--- config.mk ---
export PLATFORM = sky130hd
export DESIGN_NAME = uart_tx
export DESIGN_NICKNAME = d
export VERILOG_FILES = /design/src/rtl/uart_tx.sv
export SDC_FILE = /design/constraint.sdc
export NUM_CORES = 1
export LEC_CHECK = 0
export CORE_ASPECT_RATIO = 1.75
export CORE_UTILIZATION = 25
export CTS_CLUSTER_SIZE = 30
export DETAILED_ROUTE_END_ITERATION = 10
export DONT_BUFFER_PORTS = 1
export PLACE_DENSITY_LB_ADDON = 0.05
export SLEW_MARGIN = 10
export SYNTH_ARGS = -nofsm -noshare
export SYNTH_HDL_FRONTEND = slang
export SYNTH_SLANG_ARGS = --single-unit
--- constraint.sdc ---
create_clock -name i_clk -period 5.6 [get_ports i_clk]
set_input_delay 0.28 -clock i_clk [delete_from_list [all_inputs] [get_ports i_clk]]
set_output_delay 0.28 -clock i_clk [all_outputs]
set_load 0.02 [all_outputs]
--- src/rtl/uart_tx.sv ---
// 8N1 UART transmitter: accepts one byte per valid/ready handshake and shifts it out
// LSB-first framed by one start bit and one stop bit, CLKS_PER_BIT clocks per bit.
module uart_tx #(
    parameter int CLKS_PER_BIT = 868
) (
    input  logic       i_clk,
    input  logic       i_rst,
    input  logic [7:0] i_tx_data,
    input  logic       i_tx_valid,
    output logic       o_tx_ready,
    output logic       o_tx,
    output logic       o_tx_busy
);

    localparam int BW = (CLKS_PER_BIT > 1) ? $clog2(CLKS_PER_BIT) : 1;
    localparam logic [BW-1:0] BAUD_LAST = BW'(CLKS_PER_BIT - 1);

    typedef enum logic [1:0] {S_IDLE, S_START, S_DATA, S_STOP} state_t;

    state_t        r_state;
    logic [BW-1:0] r_baud;
    logic [2:0]    r_bit;
    logic [7:0]    r_shift;
    logic          w_bit_end;

    assign w_bit_end = (r_baud == BAUD_LAST);

    always_ff @(posedge i_clk or posedge i_rst) begin
        if (i_rst) begin
            r_state    <= S_IDLE;
            r_baud     <= '0;
            r_bit      <= '0;
            r_shift    <= '0;
            o_tx       <= 1'b1;
            o_tx_ready <= 1'b0;
            o_tx_busy  <= 1'b0;
        end else begin
            case (r_state)
                S_IDLE: begin
                    o_tx   <= 1'b1;
                    r_baud <= '0;
                    // ready comes up one edge after reset, so no byte is taken on that edge
                    if (!o_tx_ready) begin
                        o_tx_ready <= 1'b1;
                    end else if (i_tx_valid) begin
                        r_shift    <= i_tx_data;
                        r_bit      <= '0;
                        o_tx       <= 1'b0;
                        o_tx_ready <= 1'b0;
                        o_tx_busy  <= 1'b1;
                        r_state    <= S_START;
                    end
                end
                S_START: begin
                    if (w_bit_end) begin
                        r_baud  <= '0;
                        o_tx    <= r_shift[0];
                        r_shift <= {1'b0, r_shift[7:1]};
                        r_state <= S_DATA;
                    end else begin
                        r_baud <= r_baud + 1'b1;
                    end
                end
                S_DATA: begin
                    if (w_bit_end) begin
                        r_baud <= '0;
                        if (r_bit == 3'd7) begin
                            o_tx    <= 1'b1;
                            r_state <= S_STOP;
                        end else begin
                            r_bit   <= r_bit + 1'b1;
                            o_tx    <= r_shift[0];
                            r_shift <= {1'b0, r_shift[7:1]};
                        end
                    end else begin
                        r_baud <= r_baud + 1'b1;
                    end
                end
                S_STOP: begin
                    if (w_bit_end) begin
                        r_baud     <= '0;
                        o_tx_ready <= 1'b1;
                        o_tx_busy  <= 1'b0;
                        r_state    <= S_IDLE;
                    end else begin
                        r_baud <= r_baud + 1'b1;
                    end
                end
                default: r_state <= S_IDLE;
            endcase
        end
    end

endmodule

# Word level (Yosys, flattened, before mapping)
# Cells that the tools add are included.
# W data, S select, Z words.
word_totals:
  rom_bits: 0
  ramBits: 0
  latch_bits: 0
  ff_bits: 26
  memories: 0
op_classes:
  muxes: 32
  div: 0
  n_bitwise: 0
  n_reduce_logical: 11
  n_addsub: 2
  mul: 0
  magnitude_cmp: 0
  eq_ne: 12
  shift: 0
op_table:
  columns: ["operator", "n"]
  rows:
  - ["$mux W8", 5]
  - ["$pmux W8 S3", 1]
  - ["$pmux W10 S2", 1]
  - ["$ne A2 B2 Y1 const B", 7]
  - ["$mux W2", 6]
  - ["$mux W3", 4]
  - ["$reduce_and A6 Y1", 2]
  - ["$add A10 B1 Y10 const B", 1]
  - ["$eq A10 B10 Y1 const B", 1]
  - ["$mux W10", 1]
  - ["$mux W1", 9]
  - ["$pmux W2 S4", 1]
  - ["$pmux W3 S2", 1]
  - ["$reduce_and A5 Y1", 1]
  - ["$eq A2 B2 Y1 const B", 2]
  - ["$pmux W1 S2", 2]
  - ["$reduce_and A4 Y1", 1]
  - ["$reduce_bool A2 Y1", 2]
  - ["$add A3 B1 Y3 const B", 1]
  - ["$eq A3 B3 Y1 const B", 1]
  - ["$pmux W1 S3", 1]
  - ["$reduce_and A3 Y1", 1]
  - ["$reduce_bool A3 Y1", 1]
  - ["$reduce_or A3 Y1", 1]
  - ["other kinds (3)", 3]

# Longest topological paths before layout
# Gate-level depths: netlist (run 1).
depth:
  word_depth: 4
  ltp_mapped: 7
  ltp_nobuf: 6

# Least setup slack after synthesis (run 1)
# OpenSTA, ideal clock, no wires.
synth_path:
  kind: "reg-to-reg"
  start: "register r_state[0]"
  end: "register r_shift[0]"
  path_slack_ns: 3.832
  stages_incl_launch_ff: 6
  n_path_buf: 1
  t_arrival_ns: 1.643
  t_required_ns: 5.475
  cell_sequence: "dfrtp_1 inv_1 ha_1 clkbuf_1 mux2_2 mux2_4"
synth_via:
  elab_chain_cells: 3
  elab_cells_between_ends: 11
synth_rtl:
  columns: ["item", "line", "text"]
  rows:
  - ["start, declared", "20", "state_t r_state;"]
  - ["start signal, assigned", "30", "r_state <= S_IDLE;"]
  - ["start signal, assigned", "51", "r_state <= S_START;"]
  - ["start signal, assigned", "59", "r_state <= S_DATA;"]
  - ["$eq A2 B2 Y1, or another cell as far along", "38", "case (r_state)"]
  - ["$ne A2 B2 Y1 (no line) or $reduce_bool A3 Y1 (tied branches)", null, null]
  - ["$reduce_and A6 Y1 (no line)", null, null]
  - ["end signal, assigned", "46", "r_shift <= i_tx_data;"]
  - ["end signal, assigned", "58", "r_shift <= {1'b0, r_shift[7:1]};"]
  - ["end signal, assigned", "73", "r_shift <= {1'b0, r_shift[7:1]};"]
  - ["end, declared", "23", "logic [7:0] r_shift;"]
# Several ways; a longest one is shown, not always the timed one.
# A chain may end at the register's enable or synchronous reset.

# Worst setup path after layout (run 1)
layout_path:
  start: "register r_state[0]"
  end: "register r_shift[1]"
# The elaborated chain is that of the path after synthesis.

==> qor.txt, run 1 <==
Clk_skew = 0.0118 ns
Num CTS Buffers = 3
Yosys warnings = 0
# port buffers = 0
Period Utilization, post-route = 37.0%
Final RePlAce weighted congestion = 0.715
Register area share after synthesis = 44.0%
Die area = 6250 um2
Root buffer cell = clkbuf_8
Initial cell density of the core = 26.3%
Total Nets Final = 150
Vias per inst = 4.37
CP Class = flop to flop
Final Hold Viols = 0
Iteration-0 DRC Markers = 24
Vias = 900
Crit path time final = 2.07 ns
CTS H-tree depth = 1
Status = completed
WL/cell = 13.5 um
Worst-path fanout max = 8
GR Util All Layers = 10.2%
Slew margin rel. = 32.2%
First-pass GRT wire length = 4780 um
Largest net degree at the start of global routing = 27
Die height = 104 um
Leak pwr = 0.730 nW
CTS tree = done
Vias in the first global route = 950
Synthesis-to-finish area growth = 7.09%
Share of post-route cells with drive strength above 1 = 20.8%
Dpl hpwl = 2020 um
First-pass iteration count of the detailed router = 4
Hold WS = 0.0998 ns
DIE WIDTH = 60.2 um
Syn Area/Cell = 11.2 um2
Clk Latency, worst-skew pair = 0.28 ns
Setup violators final = 0
Post CTS Setup Buffer Count = 0
Worst VDD drop = 0.210 mV
Max-cap viol count = 0
Data required, critical path = 5.78 ns
Total Wirelength = 2780 um
DRC = 0
Design area = 1590 um2
Bufs on Longest Clock Path = 2
Slew Viols, Final = 0
Clock sink count = 26
Synthesized area = 1480 um2
Syn nets = 151
Site row count = 36
DP Area = 1530 um2
CP Data Arrival Time = 2.25 ns
RSZ-0062 raised after global routing = no
Setup Total Neg Slack = 0 ns
Mapped Cells = 132
Startpoint type of the worst setup path = flop
Clock transition at path regs = 0.10 ns
Initial antenna violation count = 0
Grt ovf = 0
Fmax = 0.483 GHz
# diodes = 0
Post-route ant nets = 0
Placeable Area = 5630 um2
# resized after CTS = 0
Final Power = 0.916 mW
Type of the worst min-delay path = primary input to flop
Worst-Margin Slew = 1.02 ns
Crit path capture type = flop
IO Pins = 14
Register bit total from synthesis = 26
Post-CTS Hold Fix Bufs = 0
Post-synthesis cell type count = 36
Cell Pwr Density = 577 nW/um2
area by class of cell:
| class | count | area [um2] |
|---|---|---|
| Fill cell | 598 | 4040 |
| Sequential cell | 26 | 652 |
| Tap cell | 76 | 95.1 |
| Multi-Input combinational cell | 93 | 759 |
| Inverter | 7 | 26.3 |
| Clock buffer | 4 | 55.1 |
layout by cell type, fill, tap and decap left out:
master	n
nor2b_1	2
ha_1	8
dfstp_2	1
and3_4	1
and4b_1	1
and2_1	1
mux2_2	7
nand3_1	5
mux2i_1	1
o211ai_1	3
dfrtp_1	25
a21bo_4	1
and3_1	2
and4_1	1
mux2_4	10
nor3_1	1
a22o_1	1
o21a_1	1
nor2_1	12
nand4b_1	1
a211oi_1	1
or2_1	2
xor2_1	6
o211a_1	1
o21ai_0	3
nor3_2	1
clkbuf_8	4
xnor2_1	2
inv_1	7
and2_4	1
nand2_1	11
o221ai_2	1
a21oi_1	1
a31oi_1	1
nand4_1	3
metal layers:
layer / track usage [%] / vias to the layer above / wire length [um]
met5: 0 / - / 0
met4: 4.49 / 0 / 52
met3: 1.74 / 4 / 69
met2: 15.5 / 15 / 1340
met1: 13.8 / 432 / 1320
li1: - / 449 / -
through the flow:
stage / std cells / util [%] / worst slack, ns
4_1_cts: 206 / 28.2 / 3.50
3_5_place_dp: 202 / 27.2 / 3.52
2_1_floorplan: 132 / - / 3.83
3_3_place_gp: 202 / 27.2 / 3.59
5_1_grt: 206 / 28.2 / 3.39
6_report: 206 / 28.2 / 3.53
power breakdown:
group | internal, mW | leakage, nW | switching [mW]
Clock | 0.0630 | 0.0288 | 0.0632
Sequential | 0.261 | 0.326 | 0.0661
Combinational | 0.258 | 0.374 | 0.205
synthesized netlist by cell type (all sizes together):
cell type   n  area share, %
dfrtp      25             42
mux2       17             15
nor2       12            3.0
nand2      11            2.8
ha          8            6.8
inv         7            1.8
xor2        6            3.5
nand3       5            1.7
and3        3            1.6
buf         3            2.3
clkbuf      3           0.76
nand4       3            1.3
o211ai      3            1.5
o21ai       3            1.0
and2        2            1.0
nor2b       2           0.84
nor3        2            1.0
or2         2           0.84
xnor2       2            1.2
a211oi      1           0.51
a21bo       1            1.1
a21oi       1           0.34
a22o        1           0.59
a31oi       1           0.42
and4        1           0.59
and4b       1           0.68
dfstp       1            1.8
mux2i       1           0.68
nand4b      1           0.59
o211a       1           0.68
o21a        1           0.51
o221ai      1            1.0
flip-flops by register name (all words and copies together), names as in the netlist:
register	flops
r_bit	3
o_tx_busy	1
r_shift	8
o_tx_ready	1
r_state	2
r_baud	10
o_tx	1
kinds of logic (layout without fill, tap and decap cells):
| kind of cell | count (synthesis) | in the layout | share of synthesized area (%) |
|---|---|---|---|
| buffers and inverters | 13 | 11 | 4.81 |
| flip-flops | 26 | 26 | 44.0 |
| XOR/XNOR | 8 | 8 | 4.73 |
| adder cells (fa/ha/maj) | 8 | 8 | 6.75 |
| AO/OA/AOI/OAI | 14 | 14 | 7.68 |
| AND/OR/NAND/NOR | 45 | 45 | 15.9 |
| multiplexers | 18 | 18 | 16.1 |
final timing paths:
check | from | end | slack (ns) | cells after the start
hold / removal | i_tx_valid | o_tx_ready | 0.1 | 1
setup reg to reg | r_state[0] | r_shift[1] | 3.53 | 6
max in group asynchronous | i_rst | o_tx_ready | 4.85 | 1
setup / recovery | r_state[0] | r_shift[1] | 3.53 | 6
hold reg to reg | r_baud[0] | r_baud[0] | 0.49 | 1
min in group asynchronous | i_rst | r_shift[6] | 0.12 | 1
worst max-delay path, stage by stage, from the launching register on:
cell and delay [ns]:
dfrtp_1 0.43, inv_1 0.08, ha_1 0.28, a21bo_4 0.22, and2_4 0.16, o211a_1 0.44
mux2_4 0.34
No activity file was read; power rests on OpenSTA's default activity.
==> inputs of run 2 (changes only) <==
- clock period: 5.6 -> 1.7 ns (I/O delays scaled with it)
==> qor.txt, run 2 (synthesized netlist as in run 1, its figures left out) <==
Status = completed
Worst-Margin Slew = 0.366 ns
Design area = 1890 um2
Iteration-0 DRC Markers = 29
Final worst slack = 0.0166 ns
Total Nets Final = 179
Crit path time final = 1.68 ns
IO Pins = 14
Worst-case reg-to-reg path depth = 6
Clock sink count = 26
Reg-to-reg slack, setup = 0.02 ns
Final RePlAce weighted congestion = 0.739
CP Class = flop to flop
Total Wirelength = 3220 um
Post-route ant nets = 0
Synthesis-to-finish area growth = 27.2%
DP Cell Count = 223
WL/cell = 13.7 um
Bufs on Longest Clock Path = 2
Data required, critical path = 1.86 ns
GRT met2 Usage = 19.5%
Startpoint type of the worst setup path = flop
Most used routing layer = met2
Clk Latency, worst-skew pair = 0.27 ns
Slew margin rel. = 75.6%
Met3 usage = 1.99%
CTS H-tree depth = 1
# diodes = 0
Largest net degree at the start of global routing = 27
RSZ-0062 raised after global routing = yes
Fmax = 0.594 GHz
Root buffer cell = clkbuf_8
Max-cap viol count = 0
Vias in the first global route = 1173
Num CTS Buffers = 3
Routing usage on met1 = 14.8%
Most common cell after layout, fill and taps aside = buf_4
Slowest cell on the critical path = dfrtp_1
Hold WS = 0.0857 ns
Period Utilization, post-route = 99.0%
DP Area = 1690 um2
Final Hold Viols = 0
DIE WIDTH = 60.2 um
First-pass iteration count of the detailed router = 2
Die height = 104 um
Vias = 1034
Worst-path fanout max = 4
CTS tree = done
Initial cell density of the core = 26.3%
Setup violators final = 0
Dpl hpwl = 2300 um
Grt ovf = 0
Max incr delay on CP = 0.39 ns
CP Data Arrival Time = 1.85 ns
Commonest cells after routing, fill and taps aside = buf_4, dfrtp_1, nor2_1
Cell Pwr Density = 1880 nW/um2
Leak pwr = 0.865 nW
Non-Filler Instances = 235
Die area = 6250 um2
Final Power = 3.54 mW
Largest regs = r_baud (10), r_shift (8), r_bit (3)
# port buffers = 0
Clk_skew = 0.00328 ns
Hold Path Stages = 2
GR Util All Layers = 11.8%
Worst VDD drop = 0.798 mV
Site row count = 36
First-pass GRT wire length = 5550 um
Slew Viols, Final = 0
Vias per inst = 4.40
Share of post-route cells with drive strength above 1 = 41.5%
Clock transition at path regs = 0.10 ns
Type of the worst min-delay path = primary input to flop
Hold Crit Start = i_tx_data[2]
Worst r2r src = r_baud[0]
Placeable Area = 5630 um2
Top reg by flops = r_baud
Initial antenna violation count = 0
Max reg flops = 10
Place WS = -0.240 ns
Worst-path cell chain = ha_2, and4b_1, and3_4, buf_6, o221ai_4, mux2_4
FF-to-FF End = r_state[0]
DRC = 0
Hold Path End = r_shift[2]
Crit path capture type = flop
run 2: worst max-delay path, delay by kind of cell (launching register included):
kind,cells,cell delay [ns]
adder cells (fa/ha/maj),1,0.19
AND/OR/NAND/NOR,2,0.35
buffers and inverters,1,0.13
flip-flops,1,0.39
AO/OA/AOI/OAI,1,0.20
multiplexers,1,0.32
run 2: area by class of cell:
cell class                      instances  area (um2)
Inverter                                7        26.3
Fill cell                             587        3740
Clock buffer                            4        55.1
Sequential cell                        26         652
Multi-Input combinational cell         93         831
Timing Repair Buffer                   29         226
Tap cell                               76        95.1
run 2: repair_timing:
action,CTS,global route
resized for setup,5,12
endpoints found under the setup margin,10,19
setup buffers,2,4
hold endpoints to repair,26,0
pin swaps,0,1
hold buffers,2,0
run 2: how the worst max path moves through the flow:
stage	from	end	slack [ns]	depth (start not counted)
final	r_baud[0]	r_state[0]	0.02	6
after global routing	r_baud[0]	r_state[1]	-0.05	6
after CTS	r_bit[0]	r_shift[6]	-0.004	6
after detailed placement	r_bit[0]	r_shift[6]	-0.24	6
after global placement	r_bit[0]	r_shift[3]	-0.20	6
after floorplan	r_state[1]	r_shift[0]	-0.02	7
run 2: metal layers:
metal | vias up | wire length [um]
met1 | 513 | 1390
met5 | - | 0
met3 | 2 | 84
met4 | 0 | 36
li1 | 507 | -
met2 | 12 | 1700
run 2: power by group:
| part | leakage, nW | internal [mW] | switching [mW] |
|---|---|---|---|
| Sequential | 0.326 | 0.861 | 0.173 |
| Combinational | 0.510 | 1.23 | 0.866 |
| Clock | 0.0288 | 0.207 | 0.204 |
run 2: stage by stage:
| step | util (%) | TNS [ns] |
|---|---|---|
| after floorplan | - | -0.176 |
| after global placement | 30.1 | -1.71 |
| after detailed placement | 30.1 | -1.94 |
| after CTS | 32.1 | -0.00569 |
| after global routing | 33.5 | -0.228 |
| final | 33.5 | 0 |
